[src/rtl/dsp_pkg.sv]
// Shared types, widths and arithmetic helpers for the ANC accumulation path.
package dsp_pkg;

    localparam int IN_W       = 40;
    localparam int OUT_W      = 64;
    localparam int FRAC_SHIFT = 24;

    typedef enum logic [1:0] {
        IDLE   = 2'd0,
        ACCUM  = 2'd1,
        OUTPUT = 2'd2
    } sched_state_t;

    localparam logic [OUT_W-1:0] SAT_MAX = {1'b0, {(OUT_W-1){1'b1}}};
    localparam logic [OUT_W-1:0] SAT_MIN = {1'b1, {(OUT_W-1){1'b0}}};

    typedef struct packed {
        logic [OUT_W-1:0] sum;
        logic             clamped;
    } sat_res_t;

    // Left-align a signed product into the accumulator domain; the sign bit
    // lands on the accumulator MSB because IN_W + FRAC_SHIFT == OUT_W.
    function automatic logic [OUT_W-1:0] align_in(input logic [IN_W-1:0] d);
        return {d, {FRAC_SHIFT{1'b0}}};
    endfunction

    // Signed add with one guard bit; clamp when the guard and MSB disagree.
    function automatic sat_res_t sat_add(input logic [OUT_W-1:0] a,
                                         input logic [OUT_W-1:0] b);
        logic [OUT_W:0] s;
        sat_res_t       r;
        s         = {a[OUT_W-1], a} + {b[OUT_W-1], b};
        r.clamped = s[OUT_W] ^ s[OUT_W-1];
        if (r.clamped) begin
            r.sum = s[OUT_W] ? SAT_MIN : SAT_MAX;
        end else begin
            r.sum = s[OUT_W-1:0];
        end
        return r;
    endfunction

endpackage

[src/rtl/dsp_rr_arbiter.sv]
// Combinational round-robin pick: first requester at or after ptr, circular.
module dsp_rr_arbiter #(
    parameter int N_REQ = 4,
    parameter int ID_W  = 2
) (
    input  logic [N_REQ-1:0] req,
    input  logic [ID_W-1:0]  ptr,
    output logic [N_REQ-1:0] grant,
    output logic [ID_W-1:0]  grant_idx,
    output logic             any
);

    logic            found;
    int              pos;
    logic [ID_W-1:0] idx;

    // Walk the ring starting at ptr and keep the first asserted request.
    always_comb begin
        grant     = '0;
        grant_idx = '0;
        found     = 1'b0;
        pos       = 0;
        idx       = '0;
        for (int k = 0; k < N_REQ; k++) begin
            pos = int'(ptr) + k;
            if (pos >= N_REQ) begin
                pos = pos - N_REQ;
            end
            idx = ID_W'(pos);
            if (!found && req[idx]) begin
                found      = 1'b1;
                grant[idx] = 1'b1;
                grant_idx  = idx;
            end
        end
    end

    assign any = |req;

endmodule

[src/rtl/dsp_accum_scheduler.sv]
// Round-robin shared aligner + saturating accumulator for N tap-product streams.
//
// Handshakes: a beat (or result) moves on a rising edge where valid & ready
// are both high. A source holds valid and its payload steady until that edge;
// ready may be high before valid. req_ready is registered and at most one-hot.
module dsp_accum_scheduler
    import dsp_pkg::*;
#(
    parameter int   N_REQ      = 4,
    parameter int   IN_W       = dsp_pkg::IN_W,
    parameter int   OUT_W      = dsp_pkg::OUT_W,
    parameter int   FRAC_SHIFT = dsp_pkg::FRAC_SHIFT,
    localparam int  ID_W       = $clog2(N_REQ)
) (
    input  logic                  clk,
    input  logic                  rst_n,
    input  logic [N_REQ-1:0]      req_valid,
    input  logic [N_REQ*IN_W-1:0] req_data,
    input  logic [N_REQ-1:0]      req_last,
    output logic [N_REQ-1:0]      req_ready,
    output logic                  out_valid,
    input  logic                  out_ready,
    output logic [OUT_W-1:0]      out_data,
    output logic [ID_W-1:0]       out_id,
    output logic                  out_sat,
    output logic                  busy,
    output sched_state_t          dbg_state
);

    sched_state_t     state;
    logic [ID_W-1:0]  rr_ptr;
    logic [ID_W-1:0]  grant_idx;
    logic [OUT_W-1:0] acc;
    logic             sat;

    logic [N_REQ-1:0] arb_grant;
    logic [ID_W-1:0]  arb_idx;
    logic             arb_any;

    logic [IN_W-1:0]  beat;
    logic             beat_fire;
    logic             beat_last;
    sat_res_t         sum_res;

    dsp_rr_arbiter #(
        .N_REQ (N_REQ),
        .ID_W  (ID_W)
    ) u_arb (
        .req       (req_valid),
        .ptr       (rr_ptr),
        .grant     (arb_grant),
        .grant_idx (arb_idx),
        .any       (arb_any)
    );

    // Select the granted stream's beat and form the next saturated sum.
    always_comb begin
        beat      = req_data[int'(grant_idx)*IN_W +: IN_W];
        beat_fire = |(req_valid & req_ready);
        beat_last = req_last[grant_idx];
        sum_res   = sat_add(acc, align_in(beat));
    end

    // Scheduler FSM: grant in IDLE, sum the locked packet, hold result until taken.
    always_ff @(posedge clk or negedge rst_n) begin
        if (!rst_n) begin
            state     <= IDLE;
            rr_ptr    <= '0;
            grant_idx <= '0;
            acc       <= '0;
            sat       <= 1'b0;
            req_ready <= '0;
            out_valid <= 1'b0;
            out_data  <= '0;
            out_id    <= '0;
            out_sat   <= 1'b0;
        end else begin
            case (state)
                IDLE: begin
                    if (arb_any) begin
                        grant_idx <= arb_idx;
                        req_ready <= arb_grant;
                        acc       <= '0;
                        sat       <= 1'b0;
                        state     <= ACCUM;
                    end
                end
                ACCUM: begin
                    if (beat_fire) begin
                        acc <= sum_res.sum;
                        sat <= sat | sum_res.clamped;
                        if (beat_last) begin
                            req_ready <= '0;
                            out_valid <= 1'b1;
                            out_data  <= sum_res.sum;
                            out_id    <= grant_idx;
                            out_sat   <= sat | sum_res.clamped;
                            state     <= OUTPUT;
                        end
                    end
                end
                OUTPUT: begin
                    if (out_ready) begin
                        out_valid <= 1'b0;
                        rr_ptr    <= (grant_idx == ID_W'(N_REQ-1)) ? '0 : grant_idx + 1'b1;
                        state     <= IDLE;
                    end
                end
                default: begin
                    state <= IDLE;
                end
            endcase
        end
    end

    assign busy      = (state != IDLE);
    assign dbg_state = state;

endmodule

[config.mk]
export PLATFORM = sky130hd
export DESIGN_NAME = dsp_accum_scheduler
export DESIGN_NICKNAME = d
export VERILOG_FILES = /design/src/rtl/dsp_pkg.sv /design/src/rtl/dsp_rr_arbiter.sv /design/src/rtl/dsp_accum_scheduler.sv
export SDC_FILE = /design/constraint.sdc
export NUM_CORES = 1
export LEC_CHECK = 0
export BUFFER_PORTS_ARGS = -buffer_cell sky130_fd_sc_hd__buf_4
export CAP_MARGIN = 5
export CORE_MARGIN = 3
export CORE_UTILIZATION = 58
export DETAILED_ROUTE_END_ITERATION = 16
export GPL_TIMING_DRIVEN = 0
export PLACE_DENSITY_LB_ADDON = 0.12
export RECOVER_POWER = 50
export SYNTH_ARGS = -nofsm -noshare
export SYNTH_HDL_FRONTEND = slang
export SYNTH_SLANG_ARGS = --single-unit
export TNS_END_PERCENT = 30
[constraint.sdc]
create_clock -name clk -period 8.7 [get_ports clk]
set_clock_uncertainty 0.15 [all_clocks]
set_input_delay 0 -clock clk [delete_from_list [all_inputs] [get_ports clk]]
set_output_delay 0 -clock clk [all_outputs]
set_load 0.01 [all_outputs]
# After elaboration in Yosys (flattened, before gate mapping)
# Index checks and enable logic that the tools add are counted.
dict set report classes {
  n_addsub 9
  n_mul 1
  n_lt_le_gt_ge 13
  n_eq_ne 7
  shift 1
  n_mux 55
  bitwise_logic 6
  reduce_logical 23
}
# operator count
set ops {}
lappend ops {{2-to-1 mux 64 bit} 4}
lappend ops {{indexed part select 160 x 9 -> 40 bit} 1}
lappend ops {{case mux 64 bit (2 select lines)} 1}
lappend ops {{adder 64 x 64 -> 65 bit} 1}
lappend ops {{2-to-1 mux 4 bit} 7}
lappend ops {{2-to-1 mux 2 bit} 13}
lappend ops {{2-to-1 mux 1 bit} 17}
lappend ops {{< comparator 2 x 3 -> 1 bit, second input constant} 5}
lappend ops {{OR 4 bit} 3}
lappend ops {{AND reduction 4 bit} 3}
lappend ops {{binary-select mux 1 bit (select 2 bit)} 5}
lappend ops {{>= comparator 3 bit, second input constant} 3}
lappend ops {{demux 1 bit (select 2 bit)} 4}
lappend ops {{>= comparator 2 x 1 -> 1 bit, second input constant} 4}
lappend ops {{inequality test 2 bit, second input constant} 4}
lappend ops {{case mux 4 bit (2 select lines)} 1}
lappend ops {{OR reduction 4 bit} 2}
lappend ops {{subtractor 2 x 1 -> 2 bit, second input constant} 4}
lappend ops {{logical AND 1 bit} 7}
lappend ops {{adder 2 x 2 -> 3 bit, second input constant} 2}
lappend ops {{case mux 2 bit (3 select lines)} 1}
lappend ops {{AND reduction 3 bit} 2}
lappend ops {{nonzero test 2 bit} 3}
lappend ops {{multiplier 2 x 3 -> 5 bit, second input constant} 1}
lappend ops {{other kinds (12)} 17}
dict set report word_totals {
  ff_bits 143
  in_bits 171
  out_inout_bits 75
  elab_cells 125
}

# Longest topological paths before layout
dict set report depth {
  depth_word 16
  depth_mapped 16
  mapped_depth_nobuf 12
}

# Hierarchy
# A second synthesis with hierarchy kept.
dict set report unflattened {
  cells_unflattened 978
  area_unflattened_um2 9419.0
}
# module n_inst cells_each area_each_um2 seq_area_each_um2
set modules_own_cells {}
lappend modules_own_cells {dsp_accum_scheduler 1 931 8992.4 3578.4}
lappend modules_own_cells {dsp_rr_arbiter 1 47 426.7 0.0}

# Worst setup path after synthesis
# OpenSTA, ideal clock, no wires.
dict set report synth_path {
  path_kind {register to register}
  from {register grant_idx[0]}
  to {register acc[40]}
  setup_ps 126
  arrival_time_ps 4161
  required_ps 8424
  slack_ps 4263
  path_stages_with_launch 15
  n_path_buf 4
  synth_period_minus_slack_ps 4437
  path_cell_list {dfrtp_1 clkbuf_1 buf_1 mux4_2 ha_1 clkbuf_1 a21oi_1 nor2_1 a211o_1 and3_1 nor4_2 or2_1 buf_4 a21oi_1 a221o_1}
}
dict set report synth_via {
  elab_chain_cells 7
  elab_cells_between_ends 8
  classes_between {1 x add/sub; 1 x mul; 1 x shift; 4 x mux; 1 x bitwise}
}
# item line_no
set synth_lines {}
lappend synth_lines {{start, declared} dsp_accum_scheduler.sv:32} ;# logic [ID_W-1:0] grant_idx;
lappend synth_lines {{start signal, assigned} dsp_accum_scheduler.sv:81} ;# grant_idx <= arb_idx;
lappend synth_lines {{multiplier 2 x 3 -> 5 bit *} dsp_accum_scheduler.sv:58} ;# beat = req_data[int'(grant_idx)*IN_W +: IN_W];
lappend synth_lines {{indexed part select 160 x 9 -> 40 bit *} dsp_accum_scheduler.sv:58}
lappend synth_lines {{adder 64 x 64 -> 65 bit *} dsp_pkg.sv:33} ;# s = {a[OUT_W-1], a} + {b[OUT_W-1], b};
lappend synth_lines {{2-to-1 mux 64 bit or XOR 1 bit (tied branches)} {dsp_pkg.sv:36, dsp_pkg.sv:34}}
lappend synth_lines {{2-to-1 mux 64 bit *} dsp_pkg.sv:35} ;# if (r.clamped) begin
lappend synth_lines {{2-to-1 mux 64 bit *} dsp_accum_scheduler.sv:89} ;# if (beat_fire) begin
lappend synth_lines {{case mux 64 bit (2 select lines) *} dsp_accum_scheduler.sv:78} ;# case (state)
lappend synth_lines {{end signal, assigned} dsp_accum_scheduler.sv:90} ;# acc <= sum_res.sum;
lappend synth_lines {{end, declared} dsp_accum_scheduler.sv:33} ;# logic [OUT_W-1:0] acc;
# Every way passes the cells marked *; elsewhere a longest branch is shown, timed or not. The select of a mux whose other input is x is not followed.
# A chain may end at the register's enable or synchronous reset.

==> metrics <==
Die Height 133 µm; final hold viol count 0; n_diodes 0; largest net degree at the start of global routing approximately 100; Worst Path Arrival approximately 5 ns; Adder-Cell Fraction of Synth Area 7.01%; CTS tree done; pwr dens ~440 nW/µm²; total die area around 18000 µm²; Post-Synth XOR/XNOR Area under 10%; synthesized flop and latch total between 100 and 150; Post-Synth Simple-Gate Area 16.1%; FILL cells between 1000 and 1500; Residual DRC 0; number of global-route vias before repair about 9500; main flop type after synthesis dfrtp_1; starting density of the core 60.3%; largest family of logic cells by synthesized area compound AO/OA/AOI/OAI gates; Hold/Removal Path Class in -> reg; maximum clock rate between 0.15 and 0.2 GHz; Ys Warns 0; Setup violations, final 0; Required @ worst endpoint 7.84 ns; Clock power frac between 10 and 15%; CTS Sinks around 140; grt ovf 0; mux cell area share after synthesis 10.7%; CTS max path bufs 2; post-cts resize count 0; CORE AREA approximately 15000 µm²; # Post-CTS Setup Buffers 0; Worst setup EP type asynchronous set/reset pin; EDFF count, synth 0; synthesis-to-layout area growth 27.0%; Setup Total Neg Slack 0 ns; Peak supply drop 0.196 mV; layout cell share with drive strength beyond 1 ~22%; I/O Pins approximately 250; sw frac 50.7%; final slew viol count between 100 and 150; Post-Route WL 30.2 mm; Slew headroom -246%; Final #Nets 1527; Via density ~6; Mapped Nets roughly 1300; drt first pass iters 7; Syn Inst Count between 1000 and 1500; Worst Setup Start Kind input port; Crit Path Class in -> async; count of cell types in the netlist 67; H-tree depth 4; register area share after synthesis 38.3%; worst reg2reg path depth 13; Port Buf Inserts roughly 250; dpl hpwl ~23 mm; Placed Area 11500 µm²; GRT Overall Usage about a third; sw power between 2 and 3 mW; fin crit share 66.7%; initial drt markers roughly 800; CTS buffer count 17; sequential fraction of design power roughly a fifth; antenna violations before repair 0; Pint 2.57 mW; Pleak roughly 5.4 nW; via count around 9400; Levels on crit path 4; Die X around 130 µm; Clk pin slew, worst setup/hold paths around 0.07 ns; Pwr Total between 5 and 6 mW; Crit-path slowest cell clkbuf_1; critical-path maximum fanout 100; max incr delay on CP 3.63 ns; crit-path cells dlygate4sd3_1 > dlygate4sd3_1 > clkbuf_1 > clkbuf_1; Combinational Power Share between 60% and 70%; status finished, violations left; Placement Rows 45; Synth Area in Compound Gates 21.1%; routability cong. approximately 0.96; Routed Antenna Nets 0; CP delay by family, top buffers and inverters; Hold Path Cell Cnt 5; finished layout cell area between 10000 and 15000 µm²; Wirelength per Cell 19.7 µm; Syn Std Cell Area between 9000 and 10000 µm²; first-pass GRT wire length around 48 mm; violations in the final reports max-capacitance violations, max-slew violations; Async SR Flop Fraction between 90% and 100%; Worst-Margin Slew a little over 5 ns; WP buf/inv 4; Syn Area/Cell ~9 µm²; clock period minus worst slack slightly below 6 ns; RSZ-0062 raised after global routing false; Max Cap Viol 2; clk_lat worst skew around 0.43 ns; clock root buffer clkbuf_16
-- layout by cell type (no fill, tap or decap), types with 42 or more instances in the layout --
| cell type | synthesis | final |
|---|---|---|
| a21oi_1 | 64 | 64 |
| mux4_2 | 42 | 42 |
| o21ai_0 | 72 | 72 |
| nand2_1 | 159 | 159 |
| buf_4 | 6 | 176 |
| ha_1 | 48 | 48 |
| nor2_1 | 83 | 83 |
| o21ai_1 | 93 | 93 |
| dfrtp_1 | 143 | 143 |
| clkbuf_1 | 33 | 110 |
-- cells by family (layout without fill, tap and decap cells) --
logic type / count (synthesis) / count (layout)
AOI/OAI and AO/OA: 326 / 326
xor gates and xnor gates: 25 / 25
adders and majority gates: 52 / 52
buffers and inverters: 99 / 388
DFF: 143 / 143
muxes: 47 / 47
and+or+nand+nor: 339 / 339
-- final cells by class --
cell class / count / area [µm²] / area share [%]
multi-input combinational: 789 / 5350 / 45.1
sequential: 143 / 3580 / 30.2
timing repair buffer: 257 / 1670 / 14.1
clock buffer: 18 / 439 / 3.70
buffer: 60 / 268 / 2.26
tap: 211 / 264 / 2.23
clock inverter: 14 / 148 / 1.25
inverter: 39 / 146 / 1.23
-- synthesized netlist by cell type (4+ instances only) --
| cell | number | area share, % |
|---|---|---|
| o21ai_0 | 72 | 3.9 |
| o31ai_1 | 9 | 0.72 |
| buf_2 | 16 | 0.86 |
| a31oi_1 | 7 | 0.47 |
| inv_1 | 39 | 1.6 |
| nand2b_1 | 6 | 0.40 |
| and4_1 | 4 | 0.38 |
| nand4_1 | 12 | 0.80 |
| xor2_1 | 12 | 1.1 |
| dfrtp_1 | 143 | 38 |
| nand2_1 | 159 | 6.4 |
| and2_1 | 11 | 0.74 |
| a221oi_1 | 5 | 0.47 |
| nor2b_1 | 4 | 0.27 |
| buf_4 | 6 | 0.48 |
| or3_1 | 8 | 0.54 |
| o21a_1 | 6 | 0.48 |
| mux4_2 | 42 | 10 |
| clkbuf_1 | 33 | 1.3 |
| ha_1 | 48 | 6.4 |
| o211ai_1 | 9 | 0.72 |
| nand3_1 | 17 | 0.91 |
| a21oi_1 | 64 | 3.4 |
| buf_1 | 5 | 0.20 |
| o21ai_1 | 93 | 5.0 |
| a21o_1 | 10 | 0.80 |
| and3_1 | 8 | 0.54 |
| a2111oi_0 | 4 | 0.38 |
| nor2_1 | 83 | 3.3 |
| a22oi_1 | 6 | 0.48 |
| a22o_1 | 4 | 0.38 |
| xnor2_1 | 13 | 1.2 |
| nor3_1 | 13 | 0.70 |
| a211oi_1 | 9 | 0.72 |
-- worst paths after layout --
kind,endpoint,slack [ns],start
hold / removal,acc[24],0.03,req_data[120]
max in group clk,acc[20],3.00,grant_idx[0]
min in group asynchronous,acc[23],1.36,rst_n
setup reg to reg,acc[20],3.00,grant_idx[0]
setup / recovery,acc[41],2.90,rst_n
hold reg to reg,out_id[1],0.33,out_id[1]
-- power groups by stage --
stage | clock, mW | combinational, mW | sequential (mW)
2_1_floorplan | 0 | 2.26 | 1.14
3_3_place_gp | 0 | 3.31 | 1.09
3_5_place_dp | 0 | 3.39 | 1.11
4_1_cts | 0.732 | 3.44 | 1.10
5_1_grt | 0.764 | 3.71 | 1.13
6_report | 0.733 | 3.37 | 1.10
-- flip-flops by register name (all words and copies together), names as in the netlist --
name and count:
rr_ptr 2, out_data 64, acc 64, sat 1, out_id 2, dbg_state 2
req_ready 4, grant_idx 2, out_valid 1, out_sat 1
-- stage by stage --
step	setup WS [ns]	util [%]	hold WS (ns)	cells
after floorplan	4.26	-	-0.446	1031
after global placement	2.99	73.9	0.0529	1487
after detailed placement	2.93	74.1	-0.204	1488
after CTS	2.89	78.6	0.0296	1530
after global routing	1.79	76.6	0.0711	1531
final	2.90	76.6	0.0317	1531
-- tightest hold or removal path, stage by stage --
cell and delay [ns]:
buf_4 0.07, mux4_2 0.22, ha_1 0.12, nor2_1 0.05, o21ai_1 0.10
-- repair_timing --
action | in CTS | in global routing
endpoints found under the hold margin | 149 | 0
hold buffers | 10 | 0
endpoints found under the setup margin | 0 | 0
-- layer usage --
layer	routed length (µm)	vias to the layer above	part of all wire, %	track usage (%)
li1	-	4306	-	-
met1	11600	4594	38	40.8
met2	15400	439	51	59.4
met3	2170	81	7.2	6.96
met4	982	0	3.2	14.3
met5	0	-	0	0
(Power assumes the default switching activity.)
